## src/rtl/irq_controller.sv

```systemverilog
// -----------------------------------------------------------------------------
// irq_controller
// Interrupt entry/return sequencer for the 5-stage pipeline.
// Rising edges on the request lines are latched into a pending set. The lowest
// enabled pending source is taken at a safe boundary. Taking it means one cycle
// of redirect to that source's vector, with IF/ID and ID/EX flushed. The resume
// address and the cause are saved. An mret in EX while the handler runs
// redirects back to the saved EPC. Nesting is not supported.
//
// Ports
//   i_clk          system clock, rising edge
//   i_rst          asynchronous active-high reset
//   i_irq          request lines, a rising edge is a request
//   i_irq_en       per-source enable mask (1 = may be taken)
//   i_stall        load-use stall; holds entry/return pulses back
//   i_redirect     branch/jump redirect happening this cycle
//   i_redirect_pc  target of that redirect
//   i_resume_pc    PC of the oldest instruction in ID
//   i_mret_ex      valid, unflushed mret in EX
//   o_int_sig      1-cycle pulse: next PC = o_int_pc (vector)
//   o_ret_sig      1-cycle pulse: next PC = o_int_pc (EPC)
//   o_int_pc       redirect target for either pulse, 0 otherwise
//   o_flush        flush IF/ID and ID/EX (o_int_sig | o_ret_sig)
//   o_in_isr       handler active
//   o_irq_ack      one-hot acknowledge, same cycle as o_int_sig
//   o_epc          saved resume address
//   o_cause        index of the last taken source
// -----------------------------------------------------------------------------
module irq_controller #(
    parameter int          NUM_IRQ  = 4,
    parameter logic [31:0] VEC_BASE = 32'h0000_0080
) (
    input  logic               i_clk,
    input  logic               i_rst,
    input  logic [NUM_IRQ-1:0] i_irq,
    input  logic [NUM_IRQ-1:0] i_irq_en,
    input  logic               i_stall,
    input  logic               i_redirect,
    input  logic [31:0]        i_redirect_pc,
    input  logic [31:0]        i_resume_pc,
    input  logic               i_mret_ex,
    output logic               o_int_sig,
    output logic               o_ret_sig,
    output logic [31:0]        o_int_pc,
    output logic               o_flush,
    output logic               o_in_isr,
    output logic [NUM_IRQ-1:0] o_irq_ack,
    output logic [31:0]        o_epc,
    output logic [2:0]         o_cause
);

    typedef enum logic [1:0] {
        ST_IDLE = 2'd0,
        ST_TAKE = 2'd1,
        ST_ISR  = 2'd2,
        ST_RET  = 2'd3
    } state_t;

    state_t             r_state;
    state_t             w_state_next;
    logic [NUM_IRQ-1:0] r_irq_d;
    logic [NUM_IRQ-1:0] r_pending;
    logic [2:0]         r_sel;
    logic [31:0]        r_epc;
    logic [2:0]         r_cause;

    logic [NUM_IRQ-1:0] w_rise;
    logic [NUM_IRQ-1:0] w_eligible;
    logic [2:0]         w_winner;
    logic               w_fire;
    logic               w_take_start;
    logic [31:0]        w_vec_pc;

    assign w_rise     = i_irq & ~r_irq_d;
    assign w_eligible = r_pending & i_irq_en;
    assign w_vec_pc   = VEC_BASE + {27'd0, r_sel, 2'b00};

    // Fixed priority: scanning downward leaves the lowest set index as winner.
    always_comb begin
        w_winner = 3'd0;
        for (int i = NUM_IRQ - 1; i >= 0; i--) begin
            if (w_eligible[i]) begin
                w_winner = 3'(i);
            end
        end
    end

    // Acknowledge is tied to the cycle in which the entry pulse really fires,
    // so a stall in TAKE keeps the selected source pending.
    for (genvar gi = 0; gi < NUM_IRQ; gi++) begin : g_ack
        assign o_irq_ack[gi] = w_fire & (r_sel == 3'(gi));
    end

    always_comb begin
        w_state_next = r_state;
        w_fire       = 1'b0;
        o_int_sig    = 1'b0;
        o_ret_sig    = 1'b0;
        o_int_pc     = 32'd0;
        o_in_isr     = 1'b0;
        case (r_state)
            ST_IDLE: begin
                // Never start an entry alongside a redirect or stall, the
                // boundary would not be clean. mret here is ignored.
                if ((|w_eligible) && !i_redirect && !i_stall) begin
                    w_state_next = ST_TAKE;
                end
            end
            ST_TAKE: begin
                if (!i_stall) begin
                    w_fire       = 1'b1;
                    o_int_sig    = 1'b1;
                    o_int_pc     = w_vec_pc;
                    w_state_next = ST_ISR;
                end
            end
            ST_ISR: begin
                o_in_isr = 1'b1;
                if (i_mret_ex && !i_stall) begin
                    w_state_next = ST_RET;
                end
            end
            ST_RET: begin
                o_ret_sig    = 1'b1;
                o_int_pc     = r_epc;
                o_in_isr     = 1'b1;
                w_state_next = ST_IDLE;
            end
            default: begin
                w_state_next = ST_IDLE;
            end
        endcase
    end

    assign w_take_start = (r_state == ST_IDLE) && (w_state_next == ST_TAKE);
    assign o_flush      = o_int_sig | o_ret_sig;
    assign o_epc        = r_epc;
    assign o_cause      = r_cause;

    always_ff @(posedge i_clk or posedge i_rst) begin
        if (i_rst) begin
            r_state   <= ST_IDLE;
            r_irq_d   <= '0;
            r_pending <= '0;
            r_sel     <= 3'd0;
            r_epc     <= 32'd0;
            r_cause   <= 3'd0;
        end else begin
            r_state <= w_state_next;
            r_irq_d <= i_irq;
            // A fresh edge in the ack cycle re-arms the same source.
            r_pending <= (r_pending & ~o_irq_ack) | w_rise;
            if (w_take_start) begin
                r_sel <= w_winner;
            end
            if (w_fire) begin
                r_cause <= r_sel;
                // A branch resolving in the entry cycle owns the return point.
                r_epc <= i_redirect ? i_redirect_pc : i_resume_pc;
            end
        end
    end

endmodule
```

## config.mk

```make
export PLATFORM = sky130hd
export DESIGN_NAME = irq_controller
export DESIGN_NICKNAME = d
export VERILOG_FILES = /design/src/rtl/irq_controller.sv
export SDC_FILE = /design/constraint.sdc
export NUM_CORES = 1
export LEC_CHECK = 0
export CELL_PAD_IN_SITES_DETAIL_PLACEMENT = 0
export CELL_PAD_IN_SITES_GLOBAL_PLACEMENT = 1
export CORE_MARGIN = 2
export CORE_UTILIZATION = 27
export DETAILED_ROUTE_END_ITERATION = 12
export PLACE_DENSITY_LB_ADDON = 0.1
export RECOVER_POWER = 25
export SYNTH_ARGS = -nofsm -noshare
export SYNTH_HDL_FRONTEND = slang
export SYNTH_SLANG_ARGS = --single-unit
```

## constraint.sdc

```tcl
create_clock -name i_clk -period 2.7 [get_ports i_clk]
set_clock_uncertainty 0.05 [all_clocks]
set_input_delay 0.54 -clock i_clk [delete_from_list [all_inputs] [get_ports i_clk]]
set_output_delay 0.54 -clock i_clk [all_outputs]
set_load 0.03 [all_outputs]
```

Word level (Yosys, flattened, before mapping)
Index checks and enable logic that the tools add are counted.

storage, ports and cells
  output and inout bits = 75
  register bits after elaboration = 48
  bits of input ports = 77
  word-level logic and storage cells = 50

cells by class
  reductions and logical operators = 10
  add/subtract/negate cells = 1
  multiplexer cells = 15
  bitwise logic cells = 11
  equal/unequal tests = 7

operator list
  cell                                           count
  one-hot mux 32 bit (2 select lines)            1
  two-way mux 32 bit                             1
  bitwise AND 4 bit                              3
  adder 8 x 5 -> 9 bit, first input constant     1
  two-way mux 3 bit                              3
  two-way mux 9 bit                              1
  two-way mux 2 bit                              4
  NOT 4 bit                                      2
  one-hot mux 2 bit (4 select lines)             1
  == test 3 x 2 -> 1 bit, second input constant  2
  bitwise AND 1 bit                              4
  == test 2 x 1 -> 1 bit, second input constant  2
  == test 2 bit, second input constant           2
  logical AND 1 bit                              4
  two-way mux 1 bit                              4
  bitwise OR 4 bit                               1
  OR reduction 4 bit                             1
  == test 3 x 1 -> 1 bit, second input constant  1
  zero test 3 bit                                1
  zero test 1 bit                                2
  zero test 2 bit                                1
  OR reduction 2 bit                             1
  bitwise OR 1 bit                               1

Depth between registers and ports, before layout
Gate-level depths: netlist of run 1.

  depth in word-level cells = 8
  mapped depth = 6
  mapped depth without buffers = 6

Worst setup path after synthesis of run 1
OpenSTA, ideal clock, no wires.

  path kind = input port to output port
  start point = input i_stall
  end point = output o_irq_ack[0]
  data required time = 2.110 ns
  stages on the path = 3
  buffers on the path = 0
  arrival time = 1.444 ns
  path slack = 0.666 ns
  cell sequence = inv_1 -> nand3_2 -> nor3_1

on the way
  longest elaborated chain between the ends = 3

RTL lines
  what               line  RTL
  from (decl)        37    input logic i_stall,
  two-way mux 1 bit  110   if (!i_stall) begin
  two-way mux 1 bit  101   case (r_state)
  bitwise AND 1 bit  91    assign o_irq_ack[gi] = w_fire & (r_sel == 3'(gi));
  to (decl)          47    output logic [NUM_IRQ-1:0] o_irq_ack,

Every way passes these cells.

Final worst setup path of run 1
  start point = register r_state[0]
  end point = output o_int_pc[5]

on the way
  longest elaborated chain between the ends = 2

RTL lines
  what                                                     line  RTL
  from (decl)                                              59    state_t r_state;
  from (signal assigned)                                   149   r_state <= w_state_next;
  == test 2 bit or == test 2 x 1 -> 1 bit (tied branches)  101
  one-hot mux 32 bit (2 select lines) *                    101
  to (decl)                                                44    output logic [31:0] o_int_pc,

Mark *: on every way between the ends. The rest lies on a longest branch, timed or not.

==> results_dict.tcl, run 1 <==
set metrics [dict create \
    synth_nets 317 \
    post-place-cells 484 \
    worstSetupStartpointType "register" \
    final-setup-viol-count 0 \
    root_buffer "clkbuf_8" \
    drt_pass1_iterations 4 \
    grt_first_pass_wirelength_mm 12.21 \
    flop_pwr_share_pct 30.3 \
    fmaxAchievable_mhz 397.7 \
    critical_path_buf_inv_count 2 \
    hold-path-cell-count 1 \
    crit_path_max_incr_delay_ns 0.68 \
    share_of_layout_cells_above_drive_strength_1_pct 8.290 \
    tritoncts.num_buffers 5 \
    finish.instance_area_sq_mm 0.003981 \
    leakage_component_of_the_power_nw 1.849 \
    synth.yosys.warnings 0 \
    internal_cell_power_mw 2.248 \
    final_nets 463 \
    unrepaired_setup_endpoints_after_global_routing "no" \
    max_slew.worst_pin.slew_ns 0.9141 \
    io_buffers 150 \
    final_core_util_pct 48.21 \
    synthCells 240 \
    globalRouteTotalUtil_pct 16.00 \
    ios 152 \
    p_comb_share_pct 56.7 \
    clkSinkCount 46 \
    cap_violations 0 \
    holdPathEnd "r_pending[2]$_DFF_PP0_" \
    gpl.final_weighted_congestion 0.7611 \
    regToRegSetupSlack_ns 0.91 \
    syn-mean-instance-area_sq_um 9.650 \
    die_height_um 96.62 \
    hold-worst-slack_ns 0.3535 \
    critPathSlowestCell "clkdlybuf4s50_1" \
    area.sequential_sq_mm 0.001151 \
    power.density_mw_per_mm2 1018 \
    starting_density_of_the_core_pct 28.05 \
    layoutNonFillerInstCount 491 \
    r2r_end "o_epc[13]$_DFFE_PP0P_" \
    final_critical_path_setup_slack_ns 0.1857 \
    mappedNetlistArea_sq_mm 0.002316 \
    fillers 809 \
    worstPathRequired_ns 2.11 \
    r2r_start "r_state[1]$_DFF_PP0_" \
    crit_type "register to primary output" \
    r2r_cells 7 \
    hold_path_startpoint "r_irq_d[2]$_DFF_PP0_" \
    net-switching-power_mw 1.804 \
    vias_per_cell 4.570 \
    die_area_sq_mm 0.009334 \
    report.final.hold_viol_count 0 \
    postRouteWirelength_mm 7.313 \
    yosysSeqAreaShare_pct 49.70 \
    antenna_cells_inserted 0 \
    final_min_period_over_clock_period_pct 93.12 \
    clock_insertion_delay_worst_skew_ns 0.29 \
    report.power.total_mw 4.051 \
    final_max_tran_viols 0 \
    finalSetupTns_ns 0 \
    design.core.area_sq_mm 0.008258 \
    clock_tree.htree_level_count 2 \
    grt_antenna_before_repair 0 \
    pre_cts_slack_ns 0.1679 \
    yosysUniqueCellTypes 29 \
    avgRoutedWirePerCell_um 14.89 \
    multiInputGateArea_sq_mm 0.001008 \
    power_frac_clock_pct 13.0 \
    pin_count_of_the_biggest_net_entering_global_routing 37 \
    crit_fanout 17 \
    number_of_drc_violations_after_detailed_routing 0 \
    cts_tree "built" \
    cts_resized 0 \
    antenna_left 0 \
    worst_vdd_rail_ir_drop_v 0.0004828 \
    timing.max_slew.rel_slack_pct 38.99 \
    crit_arrival_ns 1.92 \
    crit_path_cell_trace "buf_4 > and3_1 > clkdlybuf4s50_1" \
    rows 33 \
    status "finished, final reports clean" \
    final.min_clock_period_ns 2.514 \
    first_iter_violations 39 \
    hold_path.class "register to register" \
    cts.path.max_buffers 2 \
    cts_hold_buf 0 \
    ys_ff_latch 46 \
    die_width_um 96.62 \
    first_global_vias 2365 \
    netSwitchingFraction_pct 44.52 \
    cts.clk_slew.worst_paths_ns 0.08 \
    cts_setup_buffers 0 \
    setup.worst_path.end_class "primary output" \
    placed_cell_area_sq_mm 0.003884 \
    cpLargestDelayFamily "buffers and inverters" \
    overflow 0 \
    area.growth.synth_to_final_pct 71.91 \
    num_vias 2244 \
    place.detailed.hpwl_mm 5.681 \
]
[state kept, by name, summed over array words and instances (netlist names)]
register   cells
o_cause        2
o_epc         32
r_irq_d        4
r_pending      4
r_sel          2
r_state        2
[layout by cell type, fill, tap and decap left out]
master and instances:
nand2_1 13, or2_1 1, mux2i_1 32, o21ai_1 2, and2_1 1, nor3b_2 1
buf_2 1, clkbuf_2 1, mux2_1 1, a32oi_1 1, conb_1 1, o21a_1 1
nor2_1 33, inv_1 9, a21oi_1 35, inv_2 2, and3_1 30, a21o_1 1
dlygate4sd3_1 5, nor4b_1 1, dfrtp_1 46, clkdlybuf4s50_1 134, nand3_2 1, o21ai_0 1
a311o_1 1, clkbuf_8 6, bufinv_16 1, a22o_1 1, o22ai_1 3, nor3_1 1
nor4_2 1, buf_4 18
[layer usage]
metal	GRT usage (%)	up-vias	share of wire (%)
li1	-	1114	-
met1	20.75	1034	44
met2	26.28	91	46
met3	5.202	5	8.6
met4	3.250	0	0.83
met5	0	-	0
[cells in the mapped netlist, drive strengths merged]
library cell / count / share of area, %
and2: 1 / 0.27
a311o: 1 / 0.43
mux2i: 32 / 14
and3: 30 / 8.1
nor3: 1 / 0.22
buf: 12 / 3.7
nand3: 1 / 0.43
a32oi: 1 / 0.38
a22o: 1 / 0.38
dfrtp: 46 / 50
inv: 11 / 1.8
nor4b: 1 / 0.38
a21oi: 35 / 7.6
mux2: 1 / 0.49
nor4: 1 / 0.54
or2: 1 / 0.27
nor2: 33 / 5.3
o21ai: 3 / 0.65
o22ai: 3 / 0.81
conb: 1 / 0.16
clkbuf: 8 / 1.3
nand2: 13 / 2.1
nor3b: 1 / 0.54
a21o: 1 / 0.32
o21a: 1 / 0.32
[power by group through the flow]
stage / Clock (mW) / Combinational (mW) / Sequential, mW
finish: 0.527 / 2.30 / 1.23
global route: 0.568 / 2.47 / 1.28
CTS: 0.546 / 2.33 / 1.23
detailed placement: 0 / 2.33 / 1.24
global placement: 0 / 2.32 / 1.23
floorplan: 0 / 0.822 / 1.70
[kinds of logic after synthesis]
family          count (synthesis)  synth area share [%]
mux                            33                 14.32
simple gates                   83                 18.21
buf+inv                        31                 6.753
compound gates                 46                 10.86
other cells                     1                0.1619
flops                          46                 49.70
[cell type report]
class                      count  share of cell area, %
clock inverter                 1                 0.7542
clock buffer                   6                  2.074
sequential                    46                  28.91
timing repair buffer         159                  38.59
multi-input combinational    163                  25.33
tap                          105                  3.300
inverter                      11                  1.037
[worst reg2reg max path, cell delays in order (launching register included)]
cell     delay [ns]
dfrtp_1        0.39
buf_4          0.20
inv_2          0.10
nand3_2        0.14
inv_2          0.24
buf_4          0.38
nor2_1         0.09
a21oi_1        0.13
[worst max path at each step]
stage                                     from      endpoint  slack, ns  cells after the start
after CTS                 r_state[0]$_DFF_PP0_  o_int_pc[11]       0.16                      3
after detailed placement               i_stall  o_irq_ack[2]       0.17                      7
after floorplan                        i_stall  o_irq_ack[0]       0.67                      3
final                     r_state[0]$_DFF_PP0_   o_int_pc[5]       0.19                      3
after global routing                   i_stall  o_irq_ack[2]       0.06                      7
after global placement                 i_stall  o_irq_ack[2]       0.17                      7
Power figures use the tool's default switching activity.
==> run 2, diff against run 1 <==
Settings changed: CORE_UTILIZATION 27 to 40, DONT_BUFFER_PORTS from default to 1.
==> run 2 against run 1 <==
  * The flow now finishes with violations (max-capacitance violations, max-slew violations)
  * Utilization down 3.2 points
  * Flip-flop and latch count unchanged
  * Critical path depth up 3
==> results_dict.tcl, run 2 (synthesized netlist as in run 1, its figures left out) <==
set metrics [dict create \
    globalRouteTotalUtil_pct 17.06 \
    antenna_left 0 \
    layout.cells.most_common_list "46 x dfrtp_1, 35 x a21oi_1, 33 x nor2_1" \
    use_met1_pct 20.81 \
    max_slew.worst_pin.slew_ns 1.709 \
    failed_checks "max-capacitance violations, max-slew violations" \
    largest_register_ff_count 32 \
    worstPathRequired_ns 2.11 \
    cts.path.max_buffers 2 \
    die_height_um 80.09 \
    io_buffers 0 \
    clock_tree.htree_level_count 2 \
    cts.clk_slew.worst_paths_ns 0.08 \
    setup.worst_path.end_class "primary output" \
    final_min_period_over_clock_period_pct 85.40 \
    final-setup-viol-count 0 \
    clock_insertion_delay_worst_skew_ns 0.29 \
    report.final.hold_viol_count 0 \
    antenna_cells_inserted 0 \
    num_vias 1729 \
    vias_per_cell 5.559 \
    tritoncts.num_buffers 5 \
    crit_fanout 25 \
    starting_density_of_the_core_pct 41.80 \
    crit_arrival_ns 1.72 \
    cts_setup_buffers 0 \
    worstSetupStartpointType "register" \
    rows 27 \
    timing.max_slew.rel_slack_pct -14.05 \
    grt.busiest_layer "met2" \
    r2r_cells 4 \
    die_width_um 80.09 \
    die_area_sq_mm 0.006414 \
    most_common_cell_after_layout_fill_and_taps_aside "dfrtp_1" \
    overflow 0 \
    first_global_vias 1755 \
    report.power.total_mw 3.231 \
    final_core_util_pct 44.99 \
    ios 152 \
    final_nets 315 \
    fmaxAchievable_mhz 433.7 \
    hold-worst-slack_ns 0.2171 \
    cts_hold_buf 0 \
    unrepaired_setup_endpoints_after_global_routing "no" \
    grt_antenna_before_repair 0 \
    postRouteWirelength_mm 5.437 \
    gpl.final_weighted_congestion 0.7707 \
    hold_path.class "input port to register" \
    final.min_clock_period_ns 2.306 \
    cts_tree "built" \
    grt_use_met3_pct 5.169 \
    place.detailed.hpwl_mm 3.912 \
    final_max_tran_viols 47 \
    worst_vdd_rail_ir_drop_v 0.0005200 \
    power.density_mw_per_mm2 1296 \
    global_route.usage.met2_pct 29.00 \
    status "finished, violations left" \
    hold-path-cell-count 0 \
    first_iter_violations 51 \
    crit_type "register to primary output" \
    area.growth.synth_to_final_pct 7.617 \
    leakage_component_of_the_power_nw 1.269 \
    design.core.area_sq_mm 0.005540 \
    cts_resized 0 \
    finalSetupTns_ns 0 \
    share_of_layout_cells_above_drive_strength_1_pct 9.205 \
    root_buffer "clkbuf_8" \
    pin_count_of_the_biggest_net_entering_global_routing 47 \
    number_of_drc_violations_after_detailed_routing 0 \
    grt_first_pass_wirelength_mm 8.493 \
    avgRoutedWirePerCell_um 17.48 \
    clkSinkCount 46 \
    drt_pass1_iterations 4 \
    cap_violations 1 \
]
-- run 2: cell types whose count changed in the layout (fill, tap and decap cells not counted), sizes merged --
cell	previous run	this run
buf	19	11
dlygate4sd3	5	0
clkdlybuf4s50	134	0
-- run 2: layout make-up --
cell class / instances / area [sq um]
fillers: 541 / 3048
flip-flops and latches: 46 / 1151
multi-input cells: 163 / 1008
repair buffers: 11 / 95.09
well taps: 72 / 90.09
clock buffers: 7 / 76.32
inverters: 11 / 41.29
clock inverters: 1 / 30.03
-- run 2: report_power, final --
group          switching [mW]  total, mW  internal (mW)
Combinational           0.657      0.978          0.321
Clock                   0.219      0.496          0.277
Sequential              0.778       1.76          0.978
-- run 2: routing by layer --
metal | share of wire, % | vias to the layer above
li1 | - | 821
met1 | 40 | 810
met2 | 50 | 92
met3 | 8.8 | 6
met4 | 1.1 | 0
met5 | 0 | -
-- run 2: final timing paths --
kind	from	to	slack [ns]
max	r_state[1]$_DFF_PP0_	o_irq_ack[2]	0.39
min	i_irq[3]	r_irq_d[3]$_DFF_PP0_	0.22
max reg2reg	r_state[1]$_DFF_PP0_	r_sel[0]$_DFFE_PP0P_	0.93
min reg2reg	r_irq_d[2]$_DFF_PP0_	r_pending[2]$_DFF_PP0_	0.36
max in group asynchronous	i_rst	o_epc[11]$_DFFE_PP0P_	0.98
min in group asynchronous	i_rst	r_irq_d[3]$_DFF_PP0_	0.62
-- run 2: through the flow --
step / cells / setup slack, ns / instance area, sq um
final: 311 / 0.3942 / 2492
after global routing: 311 / 0.1883 / 2492
after CTS: 311 / 0.3498 / 2492
after detailed placement: 303 / 0.5376 / 2386
after global placement: 303 / 0.5815 / 2386
after floorplan: 240 / 0.6663 / 2316
-- run 2: worst max-delay path, stage by stage (launching register included) --
cell     delay [ns]
dfrtp_1        0.39
inv_2          0.08
nand3_2        0.13
inv_2          0.34
nand2_1        0.18
nor2_1         0.12
buf_4          0.17
==> run 3, diff against run 2 <==
Settings changed: CORE_UTILIZATION 40 to 47.
==> run 3 against run 2 <==
  * The flow still finishes with violations (max-capacitance violations, max-slew violations)
  * Fmax is 0.86% higher
  * Hold slack better by 0.0028 ns
  * Cell area fell by 2.3%
  * Utilization rose by 6.6 points
  * Setup slack improved by 0.020 ns
  * Sequential share of layout area rose by 1.1 points
  * First-iteration DRC count up 78%
  * Power shrank 4.1%
  * Die area is 14% lower
  * Routed wire length up 0.31%
  * Clock-buffer cell count is the same
  * Sequential power is essentially flat
  * Critical endpoint unchanged
  * Highest routed layer unchanged
==> results_dict.tcl, run 3 (synthesized netlist as in run 1, its figures left out) <==
set metrics [dict create \
    clock_tree.htree_level_count 2 \
    die_width_um 74.20 \
    cts_tree "built" \
    globalRouteTotalUtil_pct 19.96 \
    worstSetupStartpointType "register" \
    hold-path-cell-count 0 \
    post-place-cells 297 \
    most_common_cell_after_layout_fill_and_taps_aside "dfrtp_1" \
    finalSetupTns_ns 0 \
    r2r_cells 4 \
    rows 25 \
    layoutNonFillerInstCount 304 \
    first_global_vias 1689 \
    cap_violations 1 \
    worstPathRequired_ns 2.11 \
    fmaxAchievable_mhz 437.4 \
    place.detailed.hpwl_mm 3.867 \
    crit_path_max_incr_delay_ns 0.39 \
    cts_setup_buffers 0 \
    cts_resized 0 \
    drt_pass1_iterations 4 \
    regToRegSetupSlack_ns 0.93 \
    holdPathEnd "r_irq_d[3]$_DFF_PP0_" \
    status "finished, violations left" \
    final_min_period_over_clock_period_pct 84.67 \
    failed_checks "max-capacitance violations, max-slew violations" \
    hold_path_startpoint "i_irq[3]" \
    cts.clk_slew.worst_paths_ns 0.08 \
    vias_per_cell 5.684 \
    antenna_left 0 \
    report.final.hold_viol_count 0 \
    max_slew.worst_pin.slew_ns 1.696 \
    r2r_end "r_sel[0]$_DFFE_PP0P_" \
    avgRoutedWirePerCell_um 17.94 \
    finish.instance_area_sq_mm 0.002436 \
    grt_antenna_before_repair 0 \
    root_buffer "clkbuf_8" \
    power.density_mw_per_mm2 1272 \
    tritoncts.num_buffers 5 \
    number_of_drc_violations_after_detailed_routing 0 \
    crit_path_cell_trace "inv_2 > nand3_2 > inv_2 > nand2_1 > nor2_1 > buf_4" \
    cp_common_cell "inv_2" \
    num_vias 1728 \
    hold_path.class "input port to register" \
    cts.path.max_buffers 2 \
    starting_density_of_the_core_pct 49.03 \
    final.min_clock_period_ns 2.286 \
    cts_hold_buf 0 \
    first_iter_violations 91 \
    clkSinkCount 46 \
    unrepaired_setup_endpoints_after_global_routing "no" \
    share_of_layout_cells_above_drive_strength_1_pct 8.439 \
    final-setup-viol-count 0 \
    largest_register_ff_count 32 \
    final_max_tran_viols 47 \
    r2r_start "r_state[1]$_DFF_PP0_" \
    die_area_sq_mm 0.005505 \
    pre_cts_slack_ns 0.5612 \
    pin_count_of_the_biggest_net_entering_global_routing 47 \
    worst_vdd_rail_ir_drop_v 0.0005842 \
    overflow 0 \
    io_buffers 0 \
    antenna_cells_inserted 0 \
    ios 152 \
    timing.max_slew.rel_slack_pct -13.16 \
    layout.cells.most_common_list "46 x dfrtp_1, 35 x a21oi_1, 33 x nor2_1" \
    leakage_component_of_the_power_nw 1.246 \
    clock_insertion_delay_worst_skew_ns 0.29 \
    gpl.final_weighted_congestion 0.7213 \
    fillers 466 \
    placed_cell_area_sq_mm 0.002360 \
    die_height_um 74.20 \
    postRouteWirelength_mm 5.454 \
    grt_first_pass_wirelength_mm 8.162 \
    design.core.area_sq_mm 0.004723 \
    critPathSlowestCell "dfrtp_1" \
    final_nets 314 \
    final_critical_path_setup_slack_ns 0.4140 \
    final_core_util_pct 51.58 \
    crit_type "register to primary output" \
    area.growth.synth_to_final_pct 5.187 \
    setup.worst_path.end_class "primary output" \
    crit_fanout 23 \
    crit_arrival_ns 1.70 \
]
run 3: cell types whose count changed in the layout (fill, tap and decap cells not counted), sizes merged:
cell,previous run,this run
bufinv,1,0
buf,11,10
run 3: per-layer routing:
| layer | vias to the layer above | share of wire, % | track usage (%) |
|---|---|---|---|
| met5 | - | 0 | 0 |
| met4 | 0 | 1.9 | 6.869 |
| met3 | 9 | 7.4 | 5.962 |
| met2 | 86 | 52 | 34.82 |
| met1 | 821 | 38 | 23.43 |
| li1 | 812 | - | - |
run 3: layout make-up:
| cell class | instances | area (sq um) | area share [%] |
|---|---|---|---|
| flip-flops and latches | 46 | 1151 | 47.25 |
| inverters | 11 | 41.29 | 1.695 |
| well taps | 67 | 83.83 | 3.441 |
| multi-input cells | 163 | 1008 | 41.40 |
| clock buffers | 7 | 76.32 | 3.133 |
| repair buffers | 10 | 75.07 | 3.082 |
run 3: critical path: cells and delay by family (launching register included):
family / cells / cell delay, ns
buffers and inverters: 3 / 0.58
and+or+nand+nor: 3 / 0.44
DFF: 1 / 0.39
run 3: power by group:
| part | switching (mW) | leakage, nW | internal (mW) |
|---|---|---|---|
| logic | 0.650 | 0.695 | 0.302 |
| registers | 0.781 | 0.513 | 0.978 |
| clock network | 0.209 | 0.0383 | 0.178 |
run 3: worst max path at each step:
| stage | start | to | slack, ns | cells after the start |
|---|---|---|---|---|
| 2_1_floorplan | i_stall | o_irq_ack[0] | 0.67 | 3 |
| 3_3_place_gp | i_stall | o_irq_ack[2] | 0.57 | 6 |
| 3_5_place_dp | i_stall | o_irq_ack[2] | 0.56 | 6 |
| 4_1_cts | r_state[1]$_DFF_PP0_ | o_irq_ack[2] | 0.39 | 6 |
| 5_1_grt | r_state[1]$_DFF_PP0_ | o_irq_ack[2] | 0.21 | 6 |
| 6_report | r_state[1]$_DFF_PP0_ | o_irq_ack[2] | 0.41 | 6 |
run 3: metrics by stage:
stage | hold slack [ns] | power (mW)
2_1_floorplan | 0.3419 | 2.520
5_1_grt | 0.1964 | 3.295
3_5_place_dp | 0.3541 | 2.739
6_report | 0.2199 | 3.100
4_1_cts | 0.2065 | 3.136
3_3_place_gp | 0.3470 | 2.696
